### src/rtl/eco32f_rf_wport_arbiter.sv
// Register-file write-port arbiter: the pipeline writeback always wins, the MDU
// result is parked in a one-entry buffer and the debug write waits for a free slot.
// A starvation counter raises pipe_hold when a parked write is denied for too long.
module eco32f_rf_wport_arbiter #(
   parameter int unsigned STARVE_LIMIT = 8,
   parameter int unsigned CNT_WIDTH    = 8
) (
   input  logic        clk,
   input  logic        rst,
   input  logic        pipe_rf_r_we,
   input  logic [4:0]  pipe_rf_r_addr,
   input  logic [31:0] pipe_rf_r,
   input  logic        mdu_valid,
   output logic        mdu_ready,
   input  logic [4:0]  mdu_addr,
   input  logic [31:0] mdu_result,
   input  logic        dbg_req,
   input  logic [4:0]  dbg_addr,
   input  logic [31:0] dbg_wdata,
   output logic        dbg_ack,
   output logic        pipe_hold,
   output logic        buf_valid,
   output logic [4:0]  buf_addr,
   output logic [31:0] buf_data,
   output logic        wb_rf_r_we,
   output logic [4:0]  wb_rf_r_addr,
   output logic [31:0] wb_rf_r
);

   localparam int unsigned AW = 5;
   localparam int unsigned DW = 32;
   localparam logic [CNT_WIDTH-1:0] LP_LIMIT = CNT_WIDTH'(STARVE_LIMIT);

   typedef enum logic [1:0] {
      D_IDLE = 2'd0,
      D_WAIT = 2'd1,
      D_ACK  = 2'd2
   } dbg_state_t;

   typedef enum logic {
      RR_MDU = 1'b0,
      RR_DBG = 1'b1
   } rr_t;

   dbg_state_t           r_dbg_state;
   rr_t                  r_rr;
   logic [CNT_WIDTH-1:0] r_cnt;
   logic                 r_hold;
   logic                 r_dbg_ack;
   logic                 r_buf_valid;
   logic [AW-1:0]        r_buf_addr;
   logic [DW-1:0]        r_buf_data;
   logic                 r_wb_we;
   logic [AW-1:0]        r_wb_addr;
   logic [DW-1:0]        r_wb_data;

   logic w_buf_pend;
   logic w_dbg_pend;
   logic w_contest;
   logic w_grant_buf;
   logic w_grant_dbg;
   logic w_any_pend;
   logic w_any_grant;
   logic w_waw_drop;
   logic w_mdu_load;

   assign w_buf_pend  = r_buf_valid;
   assign w_dbg_pend  = (r_dbg_state == D_WAIT);
   assign w_any_pend  = w_buf_pend | w_dbg_pend;
   assign w_contest   = !pipe_rf_r_we && w_buf_pend && w_dbg_pend;
   assign w_any_grant = w_grant_buf | w_grant_dbg;

   // A younger pipeline write to the parked register makes the parked value dead.
   assign w_waw_drop  = r_buf_valid && pipe_rf_r_we &&
                        (pipe_rf_r_addr == r_buf_addr) && (r_buf_addr != '0);

   assign mdu_ready   = !r_buf_valid || w_grant_buf;
   assign w_mdu_load  = mdu_valid && mdu_ready;

   assign dbg_ack      = r_dbg_ack;
   assign pipe_hold    = r_hold;
   assign buf_valid    = r_buf_valid;
   assign buf_addr     = r_buf_addr;
   assign buf_data     = r_buf_data;
   assign wb_rf_r_we   = r_wb_we;
   assign wb_rf_r_addr = r_wb_addr;
   assign wb_rf_r      = r_wb_data;

   // Grant one parked requester when the pipeline leaves the port free.
   always_comb begin
      w_grant_buf = 1'b0;
      w_grant_dbg = 1'b0;
      if (!pipe_rf_r_we) begin
         if (w_buf_pend && w_dbg_pend) begin
            if (r_rr == RR_MDU) begin
               w_grant_buf = 1'b1;
            end else begin
               w_grant_dbg = 1'b1;
            end
         end else if (w_buf_pend) begin
            w_grant_buf = 1'b1;
         end else if (w_dbg_pend) begin
            w_grant_dbg = 1'b1;
         end
      end
   end

   // Registered write port; writes to $0 are suppressed but still consume the slot.
   always_ff @(posedge clk or posedge rst) begin
      if (rst) begin
         r_wb_we   <= 1'b0;
         r_wb_addr <= '0;
         r_wb_data <= '0;
      end else if (pipe_rf_r_we) begin
         r_wb_we   <= (pipe_rf_r_addr != '0);
         r_wb_addr <= pipe_rf_r_addr;
         r_wb_data <= pipe_rf_r;
      end else if (w_grant_buf) begin
         r_wb_we   <= (r_buf_addr != '0);
         r_wb_addr <= r_buf_addr;
         r_wb_data <= r_buf_data;
      end else if (w_grant_dbg) begin
         r_wb_we   <= (dbg_addr != '0);
         r_wb_addr <= dbg_addr;
         r_wb_data <= dbg_wdata;
      end else begin
         r_wb_we   <= 1'b0;
      end
   end

   // MDU holding buffer: a new load beats both a grant and a WAW drop.
   always_ff @(posedge clk or posedge rst) begin
      if (rst) begin
         r_buf_valid <= 1'b0;
         r_buf_addr  <= '0;
         r_buf_data  <= '0;
      end else if (w_mdu_load) begin
         r_buf_valid <= 1'b1;
         r_buf_addr  <= mdu_addr;
         r_buf_data  <= mdu_result;
      end else if (w_grant_buf || w_waw_drop) begin
         r_buf_valid <= 1'b0;
      end
   end

   // Debug handshake FSM; dbg_ack lines up with the write it acknowledges.
   always_ff @(posedge clk or posedge rst) begin
      if (rst) begin
         r_dbg_state <= D_IDLE;
         r_dbg_ack   <= 1'b0;
      end else begin
         r_dbg_ack <= 1'b0;
         case (r_dbg_state)
            D_IDLE: begin
               if (dbg_req) begin
                  r_dbg_state <= D_WAIT;
               end
            end
            D_WAIT: begin
               if (w_grant_dbg) begin
                  r_dbg_state <= D_ACK;
                  r_dbg_ack   <= 1'b1;
               end
            end
            D_ACK: begin
               r_dbg_state <= D_IDLE;
            end
            default: begin
               r_dbg_state <= D_IDLE;
            end
         endcase
      end
   end

   // Round-robin pointer only moves when both parked requesters compete.
   always_ff @(posedge clk or posedge rst) begin
      if (rst) begin
         r_rr <= RR_MDU;
      end else if (w_contest) begin
         r_rr <= (r_rr == RR_MDU) ? RR_DBG : RR_MDU;
      end
   end

   // Starvation counter and the pipeline hold request it drives.
   always_ff @(posedge clk or posedge rst) begin
      if (rst) begin
         r_cnt  <= '0;
         r_hold <= 1'b0;
      end else begin
         if (w_any_grant || !w_any_pend) begin
            r_cnt <= '0;
         end else if (r_cnt < LP_LIMIT) begin
            r_cnt <= r_cnt + CNT_WIDTH'(1);
         end

         if (w_any_grant || !w_any_pend) begin
            r_hold <= 1'b0;
         end else if (r_cnt == LP_LIMIT) begin
            r_hold <= 1'b1;
         end
      end
   end

endmodule

### config.mk
export PLATFORM = sky130hd
export DESIGN_NAME = eco32f_rf_wport_arbiter
export DESIGN_NICKNAME = d
export VERILOG_FILES = /design/src/rtl/eco32f_rf_wport_arbiter.sv
export SDC_FILE = /design/constraint.sdc
export NUM_CORES = 1
export LEC_CHECK = 0
export CORE_MARGIN = 2
export CORE_UTILIZATION = 45
export DETAILED_ROUTE_END_ITERATION = 8
export GPL_ROUTABILITY_DRIVEN = 0
export GPL_TIMING_DRIVEN = 1
export PLACE_DENSITY = 0.9
export SLEW_MARGIN = 20
export SYNTH_ARGS = -nofsm -noshare
export SYNTH_HDL_FRONTEND = slang
export SYNTH_SLANG_ARGS = --single-unit
### constraint.sdc
create_clock -name clk -period 7.05 [get_ports clk]
set_input_delay 1.0575 -clock clk [delete_from_list [all_inputs] [get_ports clk]]
set_output_delay 1.0575 -clock clk [all_outputs]
set_load 0.02 [all_outputs]
# Word level (Yosys, flattened, before mapping)
# Cells that the tools add are included.
word_totals:
  regBits: 89
classes:
  addsub: 1
  magnitude_cmp: 1
  eq_ne: 5
  muxes: 29
  bitwise: 2
  reduce_logical: 22
ops:
  columns: ["op", "n"]
  rows:
  - ["$mux W32", 3]
  - ["$mux W1", 18]
  - ["$mux W8", 2]
  - ["$mux W5", 3]
  - ["$reduce_bool A5 Y1", 3]
  - ["$add A8 B1 Y8 const B", 1]
  - ["$eq A8 B4 Y1 const B", 1]
  - ["$lt A8 B4 Y1 const B", 1]
  - ["$logic_and A1 B1 Y1", 7]
  - ["$reduce_bool A2 Y1", 3]
  - ["$eq A5 B5 Y1", 1]
  - ["$mux W2", 2]
  - ["$pmux W2 S2", 1]
  - ["$logic_not A1 Y1", 3]
  - ["$logic_or A1 B1 Y1", 3]
  - ["$reduce_bool A3 Y1", 1]
  - ["$eq A2 B1 Y1 const B", 1]
  - ["$logic_not A2 Y1", 1]
  - ["$ne A2 B1 Y1 const B", 1]
  - ["$ne A2 B2 Y1 const B", 1]
  - ["$or A1 B1 Y1", 2]
  - ["$reduce_and A2 Y1", 1]

# Depth between registers and ports, before layout
logic_depth:
  word_depth: 8
  ltp_mapped: 6
  ltp_nobuf: 6

# Worst setup path before layout
# OpenSTA, ideal clock, no wires.
synth_path:
  path_kind: "input -> output"
  from: "input port pipe_rf_r_we"
  to: "output port mdu_ready"
  t_arrival_ns: 1.465
  setup_slack_ns: 4.528
  path_stages: 2
  path_cell_list: "buf_2 -> o21ai_4"
synth_between:
  elab_chain_len: 2
synth_rtl:
  columns: ["element", "line_no", "text"]
  rows:
  - ["start: declaration", "10", "input logic pipe_rf_r_we,"]
  - ["$mux W1", "93", "if (!pipe_rf_r_we) begin"]
  - ["$logic_or A1 B1 Y1", "77", "assign mdu_ready = !r_buf_valid || w_grant_buf;"]
  - ["end: declaration", "14", "output logic mdu_ready,"]
# Every way passes these cells.

# Worst setup path in the final report
# Same ends and word-level chain as after synthesis.

==> run summary <==
============================================================================
End-of-flow core utilization                                           70.0%
Max FO, Critical Path                                                     71
Number of synthesized flops with an enable pin                             0
Synth Cell Area                                                   4180 sq um
Sw Pwr                                                              0.830 mW
Final antenna-violating net count                                          0
Worst max-slew margin expressed relative to the limit                  28.0%
DIE HEIGHT                                                       100 microns
Flip-flop and latch count after synthesis                                 89
Synth Area per Inst                                               12.1 sq um
Antenna violations before repair                                           0
Yosys warning total                                                        0
Post-route clock period utilization                                    49.6%
Sum of routed wire length over all layers                       11500 microns
Critical path data arrival time                                      2.44 ns
Die outline width                                                100 microns
Final-report setup violation count                                         0
Total overflow reported by the global router                               0
Kind of path behind the tightest hold check                       reg -> reg
Fillers                                                                  656
Mean number of vias per cell                                            5.50
# rows                                                                    35
Clock insertion delay at the later pin of the skew report            0.35 ns
Share of synthesized registers carrying an async set or reset           100%
Inserted Clock Buffers                                                     9
Fraction of layout instances using a drive strength above 1            11.0%
Min-Delay Path Depth                                                       1
Sw Share                                                               36.3%
Setup repair after global routing missed its margin                    false
Wire length of the first global-routing pass                    17900 microns
Maximum number of pins on one net before global-route repair              72
Max-Cap Viols                                                              0
Critical-path cell list                                         buf_2 -> buf_4 -> o21ai_4 -> clkdlybuf4s50_1
Crit. path cell count                                                      4
Most common cell after layout, fill and taps aside              sky130_fd_sc_hd__clkdlybuf4s50_1
Sequential fraction of the synthesis area                              53.3%
Worst Reg-to-Reg Cells                                                     3
Cell chosen for the clock root                                  sky130_fd_sc_hd__clkbuf_8
Leak Pwr                                                             2.83 nW
CP max stage cell                                               sky130_fd_sc_hd__clkdlybuf4s50_1
Cell-internal power                                                  1.46 mW
Post-Synthesis Net Count                                                 463
Critical setup path kind                                           in -> out
Layout overhead on the synthesized area                                52.4%
Reg clk slew, reported paths                                         0.08 ns
Number of nets in the final layout                                       649
WL per Instance                                                 17.8 microns
Clock network fraction of total power                                  16.9%
Via count                                                               3561
Power density cells                                              359 nW/um^2
Crit path buf inv count                                                    3
Cell count after synthesis                                               345
Hold buffer count at cts                                                   0
Cts repair resizes                                                         0
Initial cell density of the core                                       45.9%
H-tree levels                                                              3
Highest-count cells in the layout ignoring fill and taps        sky130_fd_sc_hd__clkdlybuf4s50_1 (193), sky130_fd_sc_hd__dfrtp_1 (89), sky130_fd_sc_hd__nand2_1 (52)
# diodes                                                                   0
Drt initial violations                                                   144
Floorplan die area                                               10100 sq um
Number of global-route vias before repair                               3549
Top cell family by delay on the critical path                   buffers and inverters
First-pass detailed-route iteration total                                  7
Outcome                                                         finished clean
Sequential Power Share                                                 36.2%
Relative contribution of combinational cells to total power            46.8%
Final Hold Fails                                                           0
Transition time at the pin with the least slew margin                1.08 ns
Delay of the slowest cell on the worst path                          0.64 ns
Crit. End Element                                               primary output
Number of buffers inserted by port buffering                             194
Startpoint Class                                                   input pin
Setup fix buffers added after clock tree synthesis                         0
Number of clock sinks                                                     89
Post-route DRC violation count                                             0
IO Count                                                                 195
Primary FF master, synth                                        sky130_fd_sc_hd__dfrtp_1
Largest clock skew in the final design                            0.00707 ns
Period minus WS final                                                3.50 ns
Final total negative setup slack                                        0 ns
Count of distinct cell types in the synthesized netlist                   37
CP required                                                          5.99 ns
Sum of net half-perimeters after detailed placement             8390 microns
Core region area                                                  9110 sq um
Worst-case vdd ir drop                                              0.281 mV
Max frequency                                                        286 MHz
CTS tree                                                                 yes
GRT Util Overall                                                       22.7%
Final number of max-transition violations                                  0
Bufs on Longest Clock Path                                                 2
============================================================================
==> Yosys cell counts, drive strengths merged, types with 2 or more instances <==
| master | n | area [sq um] |
|---|---|---|
| a21oi | 14 | 70.1 |
| a222oi | 12 | 120 |
| and3 | 4 | 25.0 |
| buf | 12 | 90.1 |
| clkbuf | 9 | 33.8 |
| dfrtp | 89 | 2230 |
| ha | 2 | 25.0 |
| inv | 6 | 22.5 |
| mux2 | 37 | 529 |
| mux2i | 28 | 280 |
| nand2 | 53 | 206 |
| nand2b | 2 | 12.5 |
| nand3 | 2 | 15.0 |
| nand3b | 2 | 15.0 |
| nor2 | 22 | 82.6 |
| nor3 | 2 | 10.0 |
| o211a | 2 | 20.0 |
| o21ai | 3 | 26.3 |
| o221ai | 24 | 210 |
| or4 | 3 | 22.5 |
| xnor2 | 6 | 52.6 |
| xor2 | 2 | 17.5 |
==> through the flow <==
step,power [mW],instances,hold slack (ns),setup WS (ns),area (sq um)
final,2.29,647,0.506,3.55,6370
after global routing,2.40,647,0.534,3.48,6370
after CTS,2.31,647,0.503,3.56,6370
after detailed placement,1.91,631,0.490,3.57,6150
after global placement,1.88,631,0.476,3.59,6150
after floorplan,1.42,345,0.452,3.69,4180
==> flip-flops by register name, summed over array words and instances, names as in the netlist <==
register	cells
buf_data	32
wb_rf_r	32
r_cnt	8
buf_addr	5
wb_rf_r_addr	5
r_dbg_state	2
buf_valid	1
dbg_ack	1
pipe_hold	1
r_rr	1
wb_rf_r_we	1
==> layout make-up <==
cell class	instances	area (sq um)	area share (%)
Clock buffer	12	145	2.28
Clock inverter	4	76.3	1.20
Inverter	6	23.8	0.373
Multi-Input combinational cell	229	1810	28.4
Sequential cell	89	2230	34.9
Tap cell	111	139	2.18
Timing Repair Buffer	196	1950	30.6
==> power by group through the flow <==
stage	sequential (mW)	combinational, mW	clock [mW]
after floorplan	1.00	0.412	0
after global placement	0.829	1.05	0
after detailed placement	0.836	1.08	0
after CTS	0.828	1.08	0.399
after global routing	0.853	1.13	0.419
final	0.829	1.07	0.388
==> kinds of logic (layout without fill, tap and decap cells) <==
group                    after synthesis  count (layout)  synth area share, %
AND/OR/NAND/NOR                       95              95                 10.1
flip-flops                            89              89                 53.3
multiplexers                          65              65                 19.4
AO/OA/AOI/OAI                         59              59                 11.5
buffers and inverters                 27             218                 3.50
XOR/XNOR                               8               8                 1.68
adder cells (fa/ha/maj)                2               2                0.598
==> metal layers <==
layer	vias up	GRT usage, %	share of wire, %
met2	162	38.4	50
met5	-	0	0
li1	1642	-	-
met4	0	7.80	2.1
met1	1737	29.3	41
met3	20	4.60	6.8
==> path summary, 6_finish.rpt <==
check                                from              to  slack, ns
hold / removal             r_dbg_state[1]  r_dbg_state[0]       0.51
max in group asynchronous             rst    buf_data[24]       4.87
hold reg to reg            r_dbg_state[1]  r_dbg_state[0]       0.51
setup reg to reg                buf_valid     wb_rf_r[26]       4.94
setup / recovery             pipe_rf_r_we       mdu_ready       3.55
min in group asynchronous             rst    buf_data[19]       1.07
No activity file was read; power rests on OpenSTA's default activity.
